===== config.mk =====
export PLATFORM = sky130hd
export DESIGN_NAME = bydin_rs_arb
export DESIGN_NICKNAME = d
export VERILOG_FILES = /design/src/rtl/bydin_rs_arb.sv
export SDC_FILE = /design/constraint.sdc
export NUM_CORES = 1
export LEC_CHECK = 0
export CORE_AREA = 2 2 68 70
export CTS_CLUSTER_DIAMETER = 40
export CTS_CLUSTER_SIZE = 28
export DETAILED_ROUTE_END_ITERATION = 16
export DIE_AREA = 0 0 70 72
export GPL_TIMING_DRIVEN = 0
export MAX_ROUTING_LAYER = met4
export PLACE_DENSITY_LB_ADDON = 0.12
export SLEW_MARGIN = 10
export SYNTH_ARGS = -nofsm -noshare
export SYNTH_HDL_FRONTEND = slang
export SYNTH_SLANG_ARGS = --single-unit

===== constraint.sdc =====
create_clock -name clk -period 2.22 [get_ports clk]
set_input_delay 0.555 -clock clk [delete_from_list [all_inputs] [get_ports clk]]
set_output_delay 0.555 -clock clk [all_outputs]
set_load 0.02 [all_outputs]

===== src/rtl/bydin_rs_arb.sv =====
// Round-robin owner of the shared RS(240,K) decoder for the two bydin
// timeslot deinterleaver channels: grant, stream one row, collect status.
module bydin_rs_arb #(
    parameter int unsigned ROW_LEN = 240,
    parameter int unsigned TO_CYC  = 2047
) (
    input  logic       clk,
    input  logic       reset_n,
    input  logic       ts0_row_req,
    input  logic [1:0] ts0_rs_mode,
    output logic       ts0_byte_rd,
    input  logic [7:0] ts0_byte,
    output logic       ts0_row_done,
    output logic       ts0_row_fail,
    input  logic       ts1_row_req,
    input  logic [1:0] ts1_rs_mode,
    output logic       ts1_byte_rd,
    input  logic [7:0] ts1_byte,
    output logic       ts1_row_done,
    output logic       ts1_row_fail,
    output logic       rs_en_in,
    output logic [7:0] rs_din,
    output logic [1:0] rs_mode,
    input  logic       rs_row_finish,
    input  logic       rs_cor_fail,
    output logic       rs_busy,
    output logic       rs_timeout
);

    localparam int unsigned CNT_W = $clog2(ROW_LEN);
    localparam int unsigned TO_W  = 11;
    localparam logic [CNT_W-1:0] LAST_BYTE = CNT_W'(ROW_LEN - 1);
    localparam logic [TO_W-1:0]  TO_LAST   = TO_W'(TO_CYC - 1);

    typedef enum logic [1:0] {
        IDLE,
        FEED,
        DRAIN,
        WAIT
    } state_e;

    state_e           state_q;
    logic             owner_q;
    logic             last_grant_q;
    logic [CNT_W-1:0] byte_cnt_q;
    logic [TO_W-1:0]  to_cnt_q;
    logic             drain_q;
    logic [1:0]       mode_q;
    logic             rd0_q;
    logic             rd1_q;
    logic             rd_dly_q;
    logic             en_q;
    logic [7:0]       din_q;
    logic             done0_q;
    logic             done1_q;
    logic             fail0_q;
    logic             fail1_q;
    logic             to_q;

    logic             grant_vld_d;
    logic             grant_ch_d;
    logic [7:0]       owner_byte;
    logic             done_any;

    // Owner of a tie is the channel that did not win last time.
    always_comb begin
        grant_vld_d = 1'b0;
        grant_ch_d  = 1'b0;
        unique case (1'b1)
            (ts0_row_req && ts1_row_req): begin
                grant_vld_d = 1'b1;
                grant_ch_d  = ~last_grant_q;
            end
            (ts0_row_req && !ts1_row_req): begin
                grant_vld_d = 1'b1;
                grant_ch_d  = 1'b0;
            end
            (ts1_row_req && !ts0_row_req): begin
                grant_vld_d = 1'b1;
                grant_ch_d  = 1'b1;
            end
            default: begin
                grant_vld_d = 1'b0;
                grant_ch_d  = 1'b0;
            end
        endcase
    end

    assign owner_byte = owner_q ? ts1_byte : ts0_byte;
    assign done_any   = done0_q | done1_q;

    always_ff @(posedge clk or negedge reset_n) begin
        if (!reset_n) begin
            state_q      <= IDLE;
            owner_q      <= 1'b0;
            last_grant_q <= 1'b1;
            byte_cnt_q   <= '0;
            to_cnt_q     <= '0;
            drain_q      <= 1'b0;
            mode_q       <= 2'b00;
            rd0_q        <= 1'b0;
            rd1_q        <= 1'b0;
            rd_dly_q     <= 1'b0;
            en_q         <= 1'b0;
            din_q        <= 8'h00;
            done0_q      <= 1'b0;
            done1_q      <= 1'b0;
            fail0_q      <= 1'b0;
            fail1_q      <= 1'b0;
            to_q         <= 1'b0;
        end else begin
            // Read strobe -> buffer data -> decoder byte, two stages.
            rd_dly_q <= rd0_q | rd1_q;
            en_q     <= rd_dly_q;
            din_q    <= rd_dly_q ? owner_byte : 8'h00;
            done0_q  <= 1'b0;
            done1_q  <= 1'b0;
            fail0_q  <= 1'b0;
            fail1_q  <= 1'b0;
            to_q     <= 1'b0;
            unique case (state_q)
                IDLE: begin
                    // Hold off while row_done is out so the owner can drop req.
                    if (grant_vld_d && !done_any) begin
                        owner_q      <= grant_ch_d;
                        last_grant_q <= grant_ch_d;
                        mode_q       <= grant_ch_d ? ts1_rs_mode : ts0_rs_mode;
                        rd0_q        <= ~grant_ch_d;
                        rd1_q        <= grant_ch_d;
                        byte_cnt_q   <= '0;
                        state_q      <= FEED;
                    end
                end
                FEED: begin
                    if (byte_cnt_q == LAST_BYTE) begin
                        rd0_q   <= 1'b0;
                        rd1_q   <= 1'b0;
                        drain_q <= 1'b0;
                        state_q <= DRAIN;
                    end else begin
                        byte_cnt_q <= byte_cnt_q + 1'b1;
                    end
                end
                DRAIN: begin
                    if (drain_q) begin
                        to_cnt_q <= '0;
                        state_q  <= WAIT;
                    end else begin
                        drain_q <= 1'b1;
                    end
                end
                WAIT: begin
                    to_cnt_q <= to_cnt_q + 1'b1;
                    if (rs_row_finish) begin
                        done0_q <= ~owner_q;
                        done1_q <= owner_q;
                        fail0_q <= ~owner_q & rs_cor_fail;
                        fail1_q <= owner_q & rs_cor_fail;
                        state_q <= IDLE;
                    end else if (to_cnt_q == TO_LAST) begin
                        done0_q <= ~owner_q;
                        done1_q <= owner_q;
                        fail0_q <= ~owner_q;
                        fail1_q <= owner_q;
                        to_q    <= 1'b1;
                        state_q <= IDLE;
                    end
                end
                default: begin
                    state_q <= IDLE;
                end
            endcase
        end
    end

    assign ts0_byte_rd  = rd0_q;
    assign ts1_byte_rd  = rd1_q;
    assign ts0_row_done = done0_q;
    assign ts1_row_done = done1_q;
    assign ts0_row_fail = fail0_q;
    assign ts1_row_fail = fail1_q;
    assign rs_en_in     = en_q;
    assign rs_din       = din_q;
    assign rs_mode      = mode_q;
    assign rs_busy      = (state_q != IDLE);
    assign rs_timeout   = to_q;

endmodule


==> run metrics, run 1 <==
status=finished clean; vias per cell=5.306; r2r endpoint=to_cnt_q[10]; RR Startpoint=state_q[0]; Tcrit/Tclk final=92.80%; routability cong.=0.7906; Cells after Synth=199; n_diodes=0; drt total wl=4368 µm; DRC violations left=0; kind of critical path=register to output pin; synthesis-stage register bit count=43; Distinct cells, synth=43; PwrDens=1109 nW/µm²; IO Pins=45; Root Buffer=clkbuf_8; Max-cap violations=0; CTS Buffer Depth=2; Global Route Usage Sum=19.14%; Antenna Nets Post-Route=0; Setup crit start=state_q[0]; syn_area_per_cell=10.76 µm²; initial DRC count=69; Critical Path Sink Type=output pin; Final HPWL DP=3245 µm; Die ar.=5040 µm²; initial core utilization=50.21%; final setup fails=0; total power=3.044 mW; pin count of the biggest net entering global routing=31; Port-buffer cells=44; Setup Skew=0.008371 ns; Synth Warn #=0; worst slew pin tran=0.6388 ns; vias in the first global route=1606; Final Critical Period=2.060 ns; H-tree levels=2; Seq/Total Area, Yosys=50.32%; worst r2r path cells=7; count leader, synth=dfrtp_1; worst-path fanout max=5; postcts setup bufs=0; ys flop type=dfrtp_1; CTS tree=done; Rel. slew slack=57.41%; total CTS buffers=5; initial antenna violation count=0; Startpoint Class=register; DRT Pass-1 Iters=4; setup TNS=0 ns; Reg clk slew, reported paths=0.08 ns; Worst VDD drop=0.0006115 V; unrepaired setup endpoints after global routing=no; Critical Path End=rs_busy; Synth Cell Area=2141 µm²; top cell type by total area after synthesis=dfrtp_1; row count=24; routed via count=1613; Wirelength per Cell=14.37 µm; R2R Setup Slk=0.23 ns; clk sinks=43; total grt overflow=0; area grow syn2layout=28.23%; post-synth top area share=49.09%; share of cells above drive strength 1=7.143%; Hold Buf Count CTS=0; first-pass GRT wire length=7438 µm; Final nets=285; Slew Viols, Final=0; Leak=1.235 nW; Worst Path Arrival=1.51 ns; async set or reset register ratio after synthesis=100.0%; Min-Delay Path Class=input port to asynchronous set/reset pin; worst skew pair latency=0.29 ns; height of the die=72 µm; number of synthesized flops with an enable pin=0; Min Hold Slack=0.1582 ns; WP data required=1.66 ns; Final Util=64.38%; Die Width=70 µm; top post-synthesis cells by count=dfrtp_1, nand2_1, nor2_1, mux2i_1; CORE AREA=4264 µm²; Max Freq=485.4 MHz; Mapped Nets=233; top cells by area in the synthesized netlist=dfrtp_1, mux2i_1, ha_1; Hold Vio Cnt, Final=0
==> metrics by stage <==
stage / worst slack (ns) / std cells / cell area, µm²
floorplan: 0.3160 / 199 / 2141
global placement: -0.5523 / 295 / 2646
detailed placement: -0.1152 / 296 / 2661
CTS: 0.1491 / 304 / 2745
global route: 0.03486 / 304 / 2745
finish: 0.1598 / 304 / 2745
==> cell type report <==
cell class	count	area (µm²)
tap	52	65.06
clock inverter	2	12.51
multi-input combinational	144	1010
sequential	43	1077
inverter	8	30.03
timing repair buffer	45	454.2
buffer	4	23.77
fill	384	1519
clock buffer	6	72.57
==> state kept, by name (all words and copies together), names as in the netlist, 2 cells and up <==
signal	cells
byte_cnt_q	8
rs_din	8
rs_mode	2
state_q	2
to_cnt_q	11
==> metal layers <==
| metal | vias up | global-route usage, % | routed length, µm |
|---|---|---|---|
| met4 | 0 | 5.342 | 47 |
| met1 | 777 | 22.28 | 1921 |
| li1 | 804 | - | - |
| met2 | 27 | 33.02 | 2210 |
| met3 | 5 | 5.139 | 188 |
| met5 | - | - | 0 |
==> timing repair <==
| item | 4_1_cts | 5_1_grt |
|---|---|---|
| setup endpoints to repair | 1 | 0 |
| endpoints found under the hold margin | 0 | 0 |
| gates resized for setup | 1 | 0 |
==> logic make-up after synthesis <==
| logic type | share of synthesized area, % |
|---|---|
| XOR/XNOR | 3.273 |
| adder cells (fa/ha/maj) | 4.676 |
| AO/OA/AOI/OAI | 12.74 |
| multiplexers | 6.604 |
| flip-flops | 50.32 |
| AND/OR/NAND/NOR | 19.87 |
| buffers and inverters | 2.513 |
==> critical path, cell delays in order (launching register included) <==
cell	delay (ns)
dfrtp_1	0.41
inv_1	0.10
ha_1	0.26
inv_1	0.11
dlygate4sd2_1	0.34
==> worst min-delay path by stage <==
stage / from / end / cells past startpoint
finish: reset_n / to_cnt_q[1] / 1
global route: reset_n / to_cnt_q[5] / 1
CTS: reset_n / to_cnt_q[1] / 1
detailed placement: last_grant_q / last_grant_q / 2
global placement: last_grant_q / last_grant_q / 2
floorplan: reset_n / byte_cnt_q[0] / 0
==> power breakdown <==
group          leakage, nW  internal [mW]  switching, mW
Sequential           0.555           1.01          0.177
Combinational        0.638          0.641          0.733
Clock               0.0412          0.220          0.263
==> cells in the final DEF (no fill, tap or decap), types with 7 or more instances in the layout <==
cell type	n
clkdlybuf4s50_1	42
dfrtp_1	42
ha_1	8
inv_1	8
mux2i_1	13
nand2_1	21
nor2_1	15
nor2b_1	10
nor3_1	7
o21ai_0	10
No activity file was read; power rests on OpenSTA's default activity.
==> run 2, diff against run 1 <==
CORE_AREA = 3 3 69 71   (was 2 2 68 70)
DIE_AREA = 0 0 72 74   (was 0 0 70 72)
==> run metrics, run 2 (same netlist as run 1, synthesis figures left out) <==
Die Width=72 µm; DRC violations left=0; worst slew pin tran=0.6335 ns; Worst Path Arrival=1.53 ns; unrepaired setup endpoints after global routing=no; Global Route Usage Sum=17.76%; routability cong.=0.7744; CTS tree=done; area grow syn2layout=29.75%; vias per cell=5.217; Leak=1.255 nW; Rel. slew slack=57.77%; r2r endpoint=ts1_byte_rd; Fill cells=363; Worst VDD drop=0.0007631 V; routed via count=1586; post-cts sizing count=1; WP data required=1.66 ns; total grt overflow=0; n_diodes=0; CORE AREA=4294 µm²; RR Startpoint=state_q[0]; Final Critical Period=2.082 ns; area taken by multi-input logic gates=1010 µm²; Min-Delay Path Class=input port to asynchronous set/reset pin; Hold Buf Count CTS=0; CTS Buffer Depth=2; PwrDens=1146 nW/µm²; Tcrit/Tclk final=93.80%; height of the die=74 µm; Final Instance Area=2778 µm²; Clk pwr share=19.5%; row count=24; IO Pins=45; R2R Setup Slk=0.19 ns; Wirelength per Cell=13.87 µm; worst skew pair latency=0.29 ns; Max-cap violations=0; postcts setup bufs=0; Slew Viols, Final=0; initial core utilization=49.85%; Root Buffer=clkbuf_8; final setup margin=0.1377 ns; pin count of the biggest net entering global routing=29; Biggest register=to_cnt_q; worst-path fanout max=5; Placed Instances=296; Reg clk slew, reported paths=0.08 ns; kind of critical path=register to output pin; clk sinks=43; Port-buffer cells=44; Max Freq=480.2 MHz; Startpoint Class=register; Die ar.=5328 µm²; DRT Pass-1 Iters=4; Setup crit start=state_q[0]; Place WS=-0.1432 ns; Cell Int Power=2.015 mW; Setup Skew=0.006737 ns; status=finished clean; share of cells above drive strength 1=7.540%; Net Sw Power=1.170 mW; Sw Share=36.74%; Largest register FFs=11; final setup fails=0; Finished Layout Cells=304; total power=3.184 mW; commonest non-fill, non-tap cells in the layout=dfrtp_1, clkdlybuf4s50_1, nand2_1; Cell Area, Placed=2661 µm²; drt total wl=4215 µm; H-tree levels=2; Critical Path Sink Type=output pin; Final nets=285; vias in the first global route=1555; initial DRC count=78; FF+latch area=1077 µm²; worst r2r path cells=8; Flop pwr share=37.3%; Final HPWL DP=3130 µm; Antenna Nets Post-Route=0; Combinational Power Share=43.2%; first-pass GRT wire length=7169 µm; total CTS buffers=5; initial antenna violation count=0; Hold Vio Cnt, Final=0
[run 2: power groups by stage]
stage | sequential, mW | clock (mW) | combinational [mW]
after floorplan | 1.32 | 0 | 0.760
after global placement | 1.20 | 0 | 1.37
after detailed placement | 1.20 | 0 | 1.39
after CTS | 1.19 | 0.642 | 1.40
after global routing | 1.22 | 0.671 | 1.52
final | 1.19 | 0.621 | 1.38
[run 2: metrics by stage]
stage	util, %	hold slack [ns]	setup TNS (ns)
floorplan	-	0.2594	0
global placement	61.63	0.4550	-23.90
detailed placement	61.98	0.4526	-0.3938
CTS	64.69	0.1777	0
global route	64.69	0.1776	0
finish	64.69	0.1732	0
[run 2: routing by layer]
metal  up-vias  wire length, µm  track usage [%]
met1       745             1987            23.04
met2        29             1978            27.24
met4         0               60            6.263
met5         -                0                -
met3         6              188            4.459
li1        806                -                -
[run 2: area by class of cell]
type                    instances  share of cell area (%)
flip-flops and latches         43                   38.78
clock buffers                   6                   2.973
plain buffers                   4                  0.8559
multi-input cells             144                   36.35
clock inverters                 2                   1.261
repair buffers                 45                   16.35
inverters                       8                   1.081
well taps                      52                   2.342
[run 2: worst max-delay path by stage]
stage                         to  slack (ns)  cells after the start
detailed placement    state_q[1]       -0.14                      6
finish                   rs_busy        0.14                      4
floorplan            ts1_byte_rd        0.32                      8
global route        to_cnt_q[10]        0.01                      7
global placement      rs_mode[0]       -0.56                      1
CTS                      rs_busy        0.13                      4
[run 2: critical path, cell delays in order (launching register included)]
cell and delay, ns:
dfrtp_1 0.42, inv_1 0.10, ha_1 0.27, inv_1 0.11, dlygate4sd2_1 0.34
==> run 3, diff against run 2 <==
HOLD_SLACK_MARGIN = 0.1   (was default)
==> results of run 3 <==
The final DEF is identical to that of run 2; final timing and power are the same.
